[config.mk]
export PLATFORM = sky130hd
export DESIGN_NAME = l_stf_stream_gen
export DESIGN_NICKNAME = d
export VERILOG_FILES = /design/src/rtl/l_stf_stream_gen_pkg.sv /design/src/rtl/l_stf_base_table.sv /design/src/rtl/l_stf_stream_gen.sv
export SDC_FILE = /design/constraint.sdc
export NUM_CORES = 1
export LEC_CHECK = 0
export CELL_PAD_IN_SITES_DETAIL_PLACEMENT = 1
export CELL_PAD_IN_SITES_GLOBAL_PLACEMENT = 1
export CORE_UTILIZATION = 38
export CTS_CLUSTER_SIZE = 30
export DETAILED_ROUTE_END_ITERATION = 6
export PLACE_DENSITY = 0.84
export SYNTH_ARGS = -nofsm -noshare
export SYNTH_HDL_FRONTEND = slang
export SYNTH_SLANG_ARGS = --single-unit
[constraint.sdc]
create_clock -name clk -period 3.5 [get_ports clk]
set_clock_uncertainty 0.15 [all_clocks]
set_input_delay 0.525 -clock clk [delete_from_list [all_inputs] [get_ports clk]]
set_output_delay 0.525 -clock clk [all_outputs]
set_load 0.05 [all_outputs]
[src/rtl/l_stf_stream_gen_pkg.sv]
// Shared constants for the L-STF generator: the full-scale 16-entry base table
// ({I,Q}, 16 bits each) and helpers that split a packed table entry.
package l_stf_stream_gen_pkg;

  localparam int L_STF_PERIOD = 16;

  // Entry n sits at bits [32*n +: 32]; the literal list runs from address 15 down to 0.
  localparam logic [15:0][31:0] L_STF_BASE = {
    32'h004DEF0C, 32'hF5F3FE47, 32'hFE611246, 32'h00000BC7,
    32'hFE611246, 32'hF5F3FE47, 32'h004DEF0C, 32'h05E305E3,
    32'hEF0C004D, 32'hFE47F5F3, 32'h1246FE61, 32'h0BC70000,
    32'h1246FE61, 32'hFE47F5F3, 32'hEF0C004D, 32'h05E305E3
  };

  function automatic logic [15:0] iq_i(input logic [31:0] iq);
    return iq[31:16];
  endfunction

  function automatic logic [15:0] iq_q(input logic [31:0] iq);
    return iq[15:0];
  endfunction

endpackage

[src/rtl/l_stf_base_table.sv]
// Full-scale L-STF base table: 4-bit period address to packed 16-bit {I,Q} entry.
module l_stf_base_table
  import l_stf_stream_gen_pkg::*;
(
  input  logic [3:0]  addr,
  output logic [31:0] iq
);

  assign iq = L_STF_BASE[addr];

endmodule

[src/rtl/l_stf_stream_gen.sv]
// L-STF burst generator: streams N_REP periods of the short training field over
// valid/ready, scaled by an attenuation shift latched at start.
module l_stf_stream_gen
  import l_stf_stream_gen_pkg::*;
#(
  parameter int IQ_WIDTH  = 16,
  parameter int N_REP     = 10,
  parameter int ATTEN_W   = 2,
  parameter int WINDOW_EN = 1
) (
  input  logic                  clk,
  input  logic                  rstn,
  input  logic                  start,
  input  logic                  abort,
  input  logic [ATTEN_W-1:0]    atten,
  output logic                  m_valid,
  input  logic                  m_ready,
  output logic [2*IQ_WIDTH-1:0] m_data,
  output logic                  m_last,
  output logic                  busy,
  output logic                  done
);

  localparam int N_SAMP = L_STF_PERIOD * N_REP;
  localparam int CNT_W  = $clog2(N_SAMP);
  localparam logic [CNT_W-1:0] LAST_K = CNT_W'(N_SAMP - 1);

  localparam logic [1:0] S_IDLE = 2'd0;
  localparam logic [1:0] S_RUN  = 2'd1;
  localparam logic [1:0] S_DONE = 2'd2;

  logic [1:0]                 state_r;
  logic [CNT_W-1:0]           k_r;
  logic [ATTEN_W-1:0]         atten_r;
  logic [CNT_W-1:0]           idx_s;
  logic [ATTEN_W-1:0]         atten_sel_s;
  logic                       win_s;
  logic [ATTEN_W:0]           shift_s;
  logic [31:0]                base_s;
  logic signed [IQ_WIDTH-1:0] i_full_s;
  logic signed [IQ_WIDTH-1:0] q_full_s;
  logic signed [IQ_WIDTH-1:0] i_s;
  logic signed [IQ_WIDTH-1:0] q_s;
  logic                       hs_s;

  assign hs_s = m_valid & m_ready;

  // Index and shift of the sample to be loaded next: sample 0 on start, else k+1.
  always_comb begin
    idx_s       = {CNT_W{1'b0}};
    atten_sel_s = atten_r;
    if (state_r == S_IDLE) begin
      idx_s       = {CNT_W{1'b0}};
      atten_sel_s = atten;
    end else begin
      idx_s       = k_r + CNT_W'(1);
      atten_sel_s = atten_r;
    end
  end

  assign win_s   = (WINDOW_EN != 0) && (idx_s == {CNT_W{1'b0}});
  assign shift_s = {1'b0, atten_sel_s} + {{ATTEN_W{1'b0}}, win_s};

  l_stf_base_table u_table (
    .addr (idx_s[3:0]),
    .iq   (base_s)
  );

  // Left-align the sign-extended entry, then floor-scale with an arithmetic shift.
  always_comb begin
    i_full_s = IQ_WIDTH'(signed'(iq_i(base_s)));
    q_full_s = IQ_WIDTH'(signed'(iq_q(base_s)));
    i_s      = (i_full_s <<< (IQ_WIDTH - 16)) >>> shift_s;
    q_s      = (q_full_s <<< (IQ_WIDTH - 16)) >>> shift_s;
  end

  // Burst FSM, sample counter and registered output stage; abort beats handshake.
  always_ff @(posedge clk or negedge rstn) begin
    if (!rstn) begin
      state_r <= S_IDLE;
      k_r     <= {CNT_W{1'b0}};
      atten_r <= {ATTEN_W{1'b0}};
      m_valid <= 1'b0;
      m_data  <= {(2*IQ_WIDTH){1'b0}};
      m_last  <= 1'b0;
      busy    <= 1'b0;
      done    <= 1'b0;
    end else begin
      done <= 1'b0;
      case (state_r)
        S_IDLE: begin
          if (start) begin
            state_r <= S_RUN;
            k_r     <= {CNT_W{1'b0}};
            atten_r <= atten;
            m_valid <= 1'b1;
            m_data  <= {i_s, q_s};
            m_last  <= (idx_s == LAST_K);
            busy    <= 1'b1;
          end
        end
        S_RUN: begin
          if (abort) begin
            state_r <= S_IDLE;
            k_r     <= {CNT_W{1'b0}};
            m_valid <= 1'b0;
            m_data  <= {(2*IQ_WIDTH){1'b0}};
            m_last  <= 1'b0;
            busy    <= 1'b0;
          end else if (hs_s) begin
            if (k_r == LAST_K) begin
              state_r <= S_DONE;
              k_r     <= {CNT_W{1'b0}};
              m_valid <= 1'b0;
              m_data  <= {(2*IQ_WIDTH){1'b0}};
              m_last  <= 1'b0;
              busy    <= 1'b0;
              done    <= 1'b1;
            end else begin
              k_r     <= idx_s;
              m_data  <= {i_s, q_s};
              m_last  <= (idx_s == LAST_K);
            end
          end
        end
        S_DONE: begin
          state_r <= S_IDLE;
        end
        default: begin
          state_r <= S_IDLE;
          m_valid <= 1'b0;
          m_last  <= 1'b0;
          busy    <= 1'b0;
        end
      endcase
    end
  end

endmodule

# Yosys cells after proc, flatten, opt, wreduce, memory -nomap -nowiden
# Memory sizes are Yosys's and may differ from the RTL's.
# Index checks and enable logic that the tools add are counted.
# Widths: inputs -> output; s select.
# totals
regBits	47
latchBits	0
ramBits	0
romBits	512
input_bits	7
output_inout_bits	36
word_cells	62
mem_count	1
# memory_table
name	depth	width	read_ports	rd_ports_with_merged_regs	wr	line_no	rtl
(name not given)	16	32	1	0	0	l_stf_base_table.sv:9	assign iq = L_STF_BASE[addr];
# op_classes
add_sub_neg	2
multipliers	0
div_mod_pow	0
n_lt_le_gt_ge	1
n_eq_ne	7
shift	2
n_mux	32
bitwise_logic	2
n_reduce_logical	8
# op_table
cell	n
$mux 32	5
$pmux 32 s2	1
$mux 8	5
$sshr 16x3->16	2
$eq 8x8->1 const B	2
$pmux 8 s2	1
$mux 1	12
$mux 2	5
$reduce_and 3->1	3
$add 8x1->8 const B	1
$logic_not 8->1	1
$ne 3x3->1 const B	2
$pmux 1 s3	2
$lt 4x5->1 const B	1
$pmux 2 s2	1
$reduce_and 4->1	1
$add 2x1->3	1
$eq 2x1->1 const B	1
$eq 2x2->1 const B	1
$logic_not 2->1	1
$ne 2x2->1 const B	1
$reduce_and 2->1	1
$reduce_bool 2->1	1
$and 1x1->1	1
$not 1->1	1

# Longest topological paths before layout
# Gate-level depths: netlist of run 1.
# logic_depth
ltp_word	9
ltp_mapped	18
ltp_nobuf	15

# Modules after synthesis
# Synthesis of run 1 repeated with hierarchy kept, for this count alone.
# hier_totals
hier_cells	406
area_unflattened_um2	3794.9
# modules_own_cells
mod	n_inst	cells_per_inst	area_per_inst_um2	seq_area_each_um2
l_stf_stream_gen	1	301	3140.5	1176.1
l_stf_base_table	1	105	654.4	0.0

# Worst setup path before layout of run 1
# OpenSTA, ideal clock, no wires.
# synth_timing
path_type	reg-to-reg
from	register k_r[2]
to	register m_data[17]
setup_time_ps	121
t_arrival_ps	3478
required_ps	3229
path_slack_ps	-249
path_stages_with_launch	17
path_buffers	5
synth_period_minus_slack_ps	3749
cell_sequence	dfrtp_1 -> buf_4 -> and3_1 -> mux2_2 -> buf_4 -> buf_4 -> buf_2 -> a211oi_1 -> nand2_1 -> nor2_1 -> ha_1 -> clkbuf_1 -> o211ai_1 -> mux2i_1 -> o31ai_1 -> mux4_2 -> a22o_1
# synth_via
elab_chain_len	9
word_cells_on_any_way	13
classes_between	2 x add/sub; 1 x eq/ne; 1 x shift; 7 x mux; 1 x reduce/logical; 1 x memory
# synth_rtl
element	line_no	rtl
start, declared	l_stf_stream_gen.sv:33	logic [CNT_W-1:0] k_r;
start signal, assigned	l_stf_stream_gen.sv:81	k_r <= {CNT_W{1'b0}};
start signal, assigned	l_stf_stream_gen.sv:94	k_r <= {CNT_W{1'b0}};
start signal, assigned	l_stf_stream_gen.sv:105	k_r <= {CNT_W{1'b0}};
$add 8x1->8	l_stf_stream_gen.sv:56	idx_s = k_r + CNT_W'(1);
$mux 8	l_stf_stream_gen.sv:52	if (state_r == S_IDLE) begin
$mem_v2 16x32 or $logic_not 8->1 (tied branches)	n/a	
$mux 32 (not written as such) or $add 2x1->3 (tied branches)	l_stf_base_table.sv:9, l_stf_stream_gen.sv:62	
$sshr 16x3->16	l_stf_stream_gen.sv:73	i_s = (i_full_s <<< (IQ_WIDTH - 16)) >>> shift_s;
$mux 32	l_stf_stream_gen.sv:111	if (k_r == LAST_K) begin
$mux 32	l_stf_stream_gen.sv:110	end else if (hs_s) begin
$mux 32	l_stf_stream_gen.sv:103	if (abort) begin
$pmux 32 s2 *	l_stf_stream_gen.sv:90	case (state_r)
end signal, assigned	l_stf_stream_gen.sv:97	m_data <= {i_s, q_s};
end signal, assigned	l_stf_stream_gen.sv:107	m_data <= {(2*IQ_WIDTH){1'b0}};
end signal, assigned	l_stf_stream_gen.sv:115	m_data <= {(2*IQ_WIDTH){1'b0}};
end, declared	l_stf_stream_gen.sv:18	output logic [2*IQ_WIDTH-1:0] m_data,
# Every way passes the cells marked *; elsewhere a longest branch is shown, timed or not. The select of a mux whose other input is x is not followed.
# A chain may end at the register's enable or synchronous reset.

# Final worst setup path of run 1
# layout_timing
from	register state_r[1]
to	register m_data[19]
# layout_via
elab_chain_len	9
word_cells_on_any_way	18
classes_between	1 x add/sub; 3 x eq/ne; 1 x shift; 8 x mux; 4 x reduce/logical; 1 x memory
# layout_rtl
element	line_no	rtl
start, declared	l_stf_stream_gen.sv:32	logic [1:0] state_r;
start signal, assigned	l_stf_stream_gen.sv:80	state_r <= S_IDLE;
start signal, assigned	l_stf_stream_gen.sv:93	state_r <= S_RUN;
start signal, assigned	l_stf_stream_gen.sv:104	state_r <= S_IDLE;
$logic_not 2->1	l_stf_stream_gen.sv:52, l_stf_stream_gen.sv:90	
$mux 8	l_stf_stream_gen.sv:52	
$mem_v2 16x32 or $logic_not 8->1 (tied branches)	n/a	
$mux 32 (not written as such) or $add 2x1->3 (tied branches)	l_stf_base_table.sv:9, l_stf_stream_gen.sv:62	
$sshr 16x3->16	l_stf_stream_gen.sv:73	
$mux 32	l_stf_stream_gen.sv:111	
$mux 32	l_stf_stream_gen.sv:110	
$mux 32	l_stf_stream_gen.sv:103	
$pmux 32 s2	l_stf_stream_gen.sv:90	
# Several ways; a longest one is shown, not always the timed one. The select of a mux whose other input is x is not followed.

==> impl_metrics.env, run 1 <==
export IMPL_cp_start_kind="flip-flop"
export IMPL_cp_data_arrival_time_ps=3470
export IMPL_clk_path_buf_depth=2
export IMPL_setup_viol=0
export IMPL_nets=474
export IMPL_endpoint_kind="flip-flop"
export IMPL_final_layout_size_suffix_gt1_share_pct=17.2
export IMPL_yosys_warnings=0
export IMPL_cts_inserted_buffers=5
export IMPL_yosys_top_cells_area="dfrtp_1 32%, nand2_1 8.0%, mux2i_1 4.5%, o21ai_0 4.0%, ha_1 3.7%"
export IMPL_critPathKind="flip-flop to flip-flop"
export IMPL_vias=3513
export IMPL_root_buffer="clkbuf_8"
export IMPL_status="finished clean"
export IMPL_hold_class="primary input to asynchronous set/reset pin"
export IMPL_clock_latency_ps=300
export IMPL_cts_htree_levels=2
export IMPL_ff2ff_setup_slack_ps=60
export IMPL_hold_buffers=0
export IMPL_path_clk_slew_ps=90
export IMPL_cts_tree="built"
export IMPL_finalCriticalPeriod_ps=3440
export IMPL_io_pins=43
export IMPL_numClockSinks=43
export IMPL_ys_flop_type="dfrtp_1"
export IMPL_yosysTopAreaCellShare_pct=31.9
export IMPL_cp_slowest_cell="dfrtp_1"
export IMPL_die_y_um=96.1
export IMPL_core_um2=8380
export IMPL_die_x_um=96.1
export IMPL_cp_required_ps=3530
export IMPL_grt_pass1_vias=3542
export IMPL_track_usage_pct=27.0
export IMPL_finalHoldViolCount=0
export IMPL_netlist_area_um2=3370
export IMPL_antenna_found_initial=0
export IMPL_grt_pass1_wl_um=18800
export IMPL_insertedDiodeCount=0
export IMPL_worst_pin_slew_ps=1020
export IMPL_gp_congestion=0.937
export IMPL_fin_crit_sh_pct=98.3
export IMPL_grt_max_degree=44
export IMPL_ys_types=65
export IMPL_drt_vias_per_instance=6.24
export IMPL_final_util_pct=50.5
export IMPL_crit_chain="buf_4, o21ba_1, mux2_2, a211oi_2, nand2_1, nor2_1, ha_1, buf_12, nor2_1, o31ai_2, buf_4, mux2_2, a32oi_1, nand3_1"
export IMPL_core_rowCount=33
export IMPL_post_route_drc_count=0
export IMPL_syn_inst=406
export IMPL_synth_edf_count=0
export IMPL_drt_total_wl_um=11800
export IMPL_hold_ws_ps=231
export IMPL_crit_fanout=25
export IMPL_maxCapViolations=0
export IMPL_hpwlAfterDp_um=8830
export IMPL_ys_ff_latch=43
export IMPL_cp_slowest_stage_delay_ps=440
export IMPL_critical_path_top_delay_family="compound AO/OA/AOI/OAI gates"
export IMPL_ys_async_sr_fraction_pct=100
export IMPL_dieArea_um2=9240
export IMPL_path_buf_inv=3
export IMPL_drtIter0Drc=325
export IMPL_syn_avg_cell_area_um2=8.30
export IMPL_initial_core_util_pct=40.2
export IMPL_grt_overflow=0
export IMPL_yosysTopAreaCell="dfrtp_1"
export IMPL_max_freq_mhz=291
export IMPL_port_buffer_count=42
export IMPL_dr_pass1_iters=6
export IMPL_relSlewSlack_pct=31.9
export IMPL_maxSlewViolCount=0
export IMPL_wl_per_cell_um=21.0
export IMPL_yosysSeqAreaShare_pct=31.9
export IMPL_syn2layout_area_growth_pct=25.6
export IMPL_synth_nets=423
export IMPL_drtAntennaViolNets=0
-- cells by family after synthesis --
logic type / count (synthesis) / share of synthesized area [%]
AOI/OAI and AO/OA: 130 / 26.7
xor gates and xnor gates: 8 / 2.53
adders and majority gates: 10 / 3.71
buffers and inverters: 38 / 5.53
DFF: 43 / 31.9
muxes: 26 / 9.55
and+or+nand+nor: 151 / 20.0
-- worst register-to-register path, stage by stage (launching register included) --
cell	delay, ps
dfrtp_1	440
buf_4	200
o21ba_1	200
mux2_2	290
a211oi_2	270
nand2_1	90
nor2_1	100
ha_1	330
buf_12	210
nor2_1	200
o31ai_2	110
buf_4	170
mux2_2	270
a32oi_1	190
nand3_1	100
-- final timing paths --
check | startpoint | to | cells after the start
worst max register to register | state_r[1] | m_data[19] | 14
max in group asynchronous | rstn | k_r[3] | 1
worst max-delay path | state_r[1] | m_data[19] | 14
worst min register to register | m_data[21] | m_data[21] | 2
worst min-delay path | rstn | atten_r[0] | 1
min in group clk | m_data[21] | m_data[21] | 2
-- Yosys cell counts (all sizes together), types with 3 or more instances --
library cell / n
nand3: 16
nor2: 31
mux2i: 17
o21a: 3
o31ai: 6
dfrtp: 43
buf: 14
xnor2: 7
a22o: 3
a32oi: 3
and3: 4
a31oi: 5
inv: 4
clkbuf: 19
o221ai: 9
a211oi: 3
a22oi: 5
mux4: 3
ha: 10
nor3: 5
and2: 4
o211ai: 11
nand2b: 3
nand2: 73
nor2b: 3
a221oi: 5
mux2: 6
o21ai: 36
a21oi: 17
nor3b: 4
-- sequential cells by signal, summed over array words and instances, names as in the netlist --
register  count
state_r       2
done          1
m_data       28
busy          1
m_last        1
k_r           8
atten_r       2
-- what timing repair did --
item                       in CTS  in global routing
resized for setup               4                 12
buffers inserted                1                  0
setup endpoints to repair      12                 19
pin swaps                       0                  1
-- metrics by stage --
stage / setup TNS, ps / cell area [µm²] / std cells / setup WS, ps
6_report: 0 / 4230 / 563 / 60.3
5_1_grt: -192 / 4230 / 563 / -36.2
4_1_cts: 0 / 4180 / 563 / 5.16
3_5_place_dp: -182 / 4030 / 554 / -62.8
3_3_place_gp: 0 / 4030 / 554 / 67.8
2_1_floorplan: 0 / 3390 / 406 / 7.05
-- layout make-up --
cell class                 instances  area [µm²]
sequential                        43        1080
timing repair buffer              77         694
tap                              105         131
fill                            1006        4150
clock inverter                     2        60.1
multi-input combinational        325        2170
inverter                           5        20.0
clock buffer                       6        72.6
-- routing by layer --
metal | part of all wire (%) | global-route usage [%] | vias up | wire length [µm]
met5 | 0 | 0 | - | 0
met4 | 2.5 | 10.9 | 0 | 295
met3 | 5.9 | 5.13 | 29 | 698
met2 | 47 | 42.9 | 140 | 5590
met1 | 44 | 35.9 | 1744 | 5230
li1 | - | - | 1600 | -
-- placed cells by master, fill, tap and decap left out, drive strengths merged, types with 3 or more instances in the layout --
| cell | synthesis | layout |
|---|---|---|
| a211oi | 3 | 3 |
| a21oi | 17 | 17 |
| a221oi | 5 | 5 |
| a22o | 3 | 3 |
| a22oi | 5 | 5 |
| a31oi | 5 | 5 |
| a32oi | 3 | 3 |
| and2 | 4 | 4 |
| and3 | 4 | 4 |
| buf | 14 | 36 |
| clkbuf | 19 | 6 |
| clkdlybuf4s50 | 0 | 41 |
| dfrtp | 43 | 43 |
| ha | 10 | 10 |
| inv | 4 | 4 |
| mux2 | 6 | 6 |
| mux2i | 17 | 17 |
| mux4 | 3 | 3 |
| nand2 | 73 | 73 |
| nand2b | 3 | 3 |
| nand3 | 16 | 16 |
| nor2 | 31 | 31 |
| nor2b | 3 | 3 |
| nor3 | 5 | 5 |
| nor3b | 4 | 4 |
| o211ai | 11 | 11 |
| o21a | 3 | 3 |
| o21ai | 36 | 36 |
| o221ai | 9 | 9 |
| o31ai | 6 | 6 |
| xnor2 | 7 | 7 |
Power of run 1 is not shown: default switching activity piles up to over one toggle a cycle in this logic, so the estimate is an artifact.
==> run 2, diff against run 1 <==
--- a/config.mk
+++ b/config.mk
@@ -5,6 +5,7 @@
 export SDC_FILE = /design/constraint.sdc
 export NUM_CORES = 1
 export LEC_CHECK = 0
+export ABC_CLOCK_PERIOD_IN_PS = 3500
 export CELL_PAD_IN_SITES_DETAIL_PLACEMENT = 1
 export CELL_PAD_IN_SITES_GLOBAL_PLACEMENT = 1
 export CORE_UTILIZATION = 38
==> results of run 2 <==
Same layout as run 1: the final DEF is identical, and so are final timing and power.
Power of run 2 is left out for the same reason.
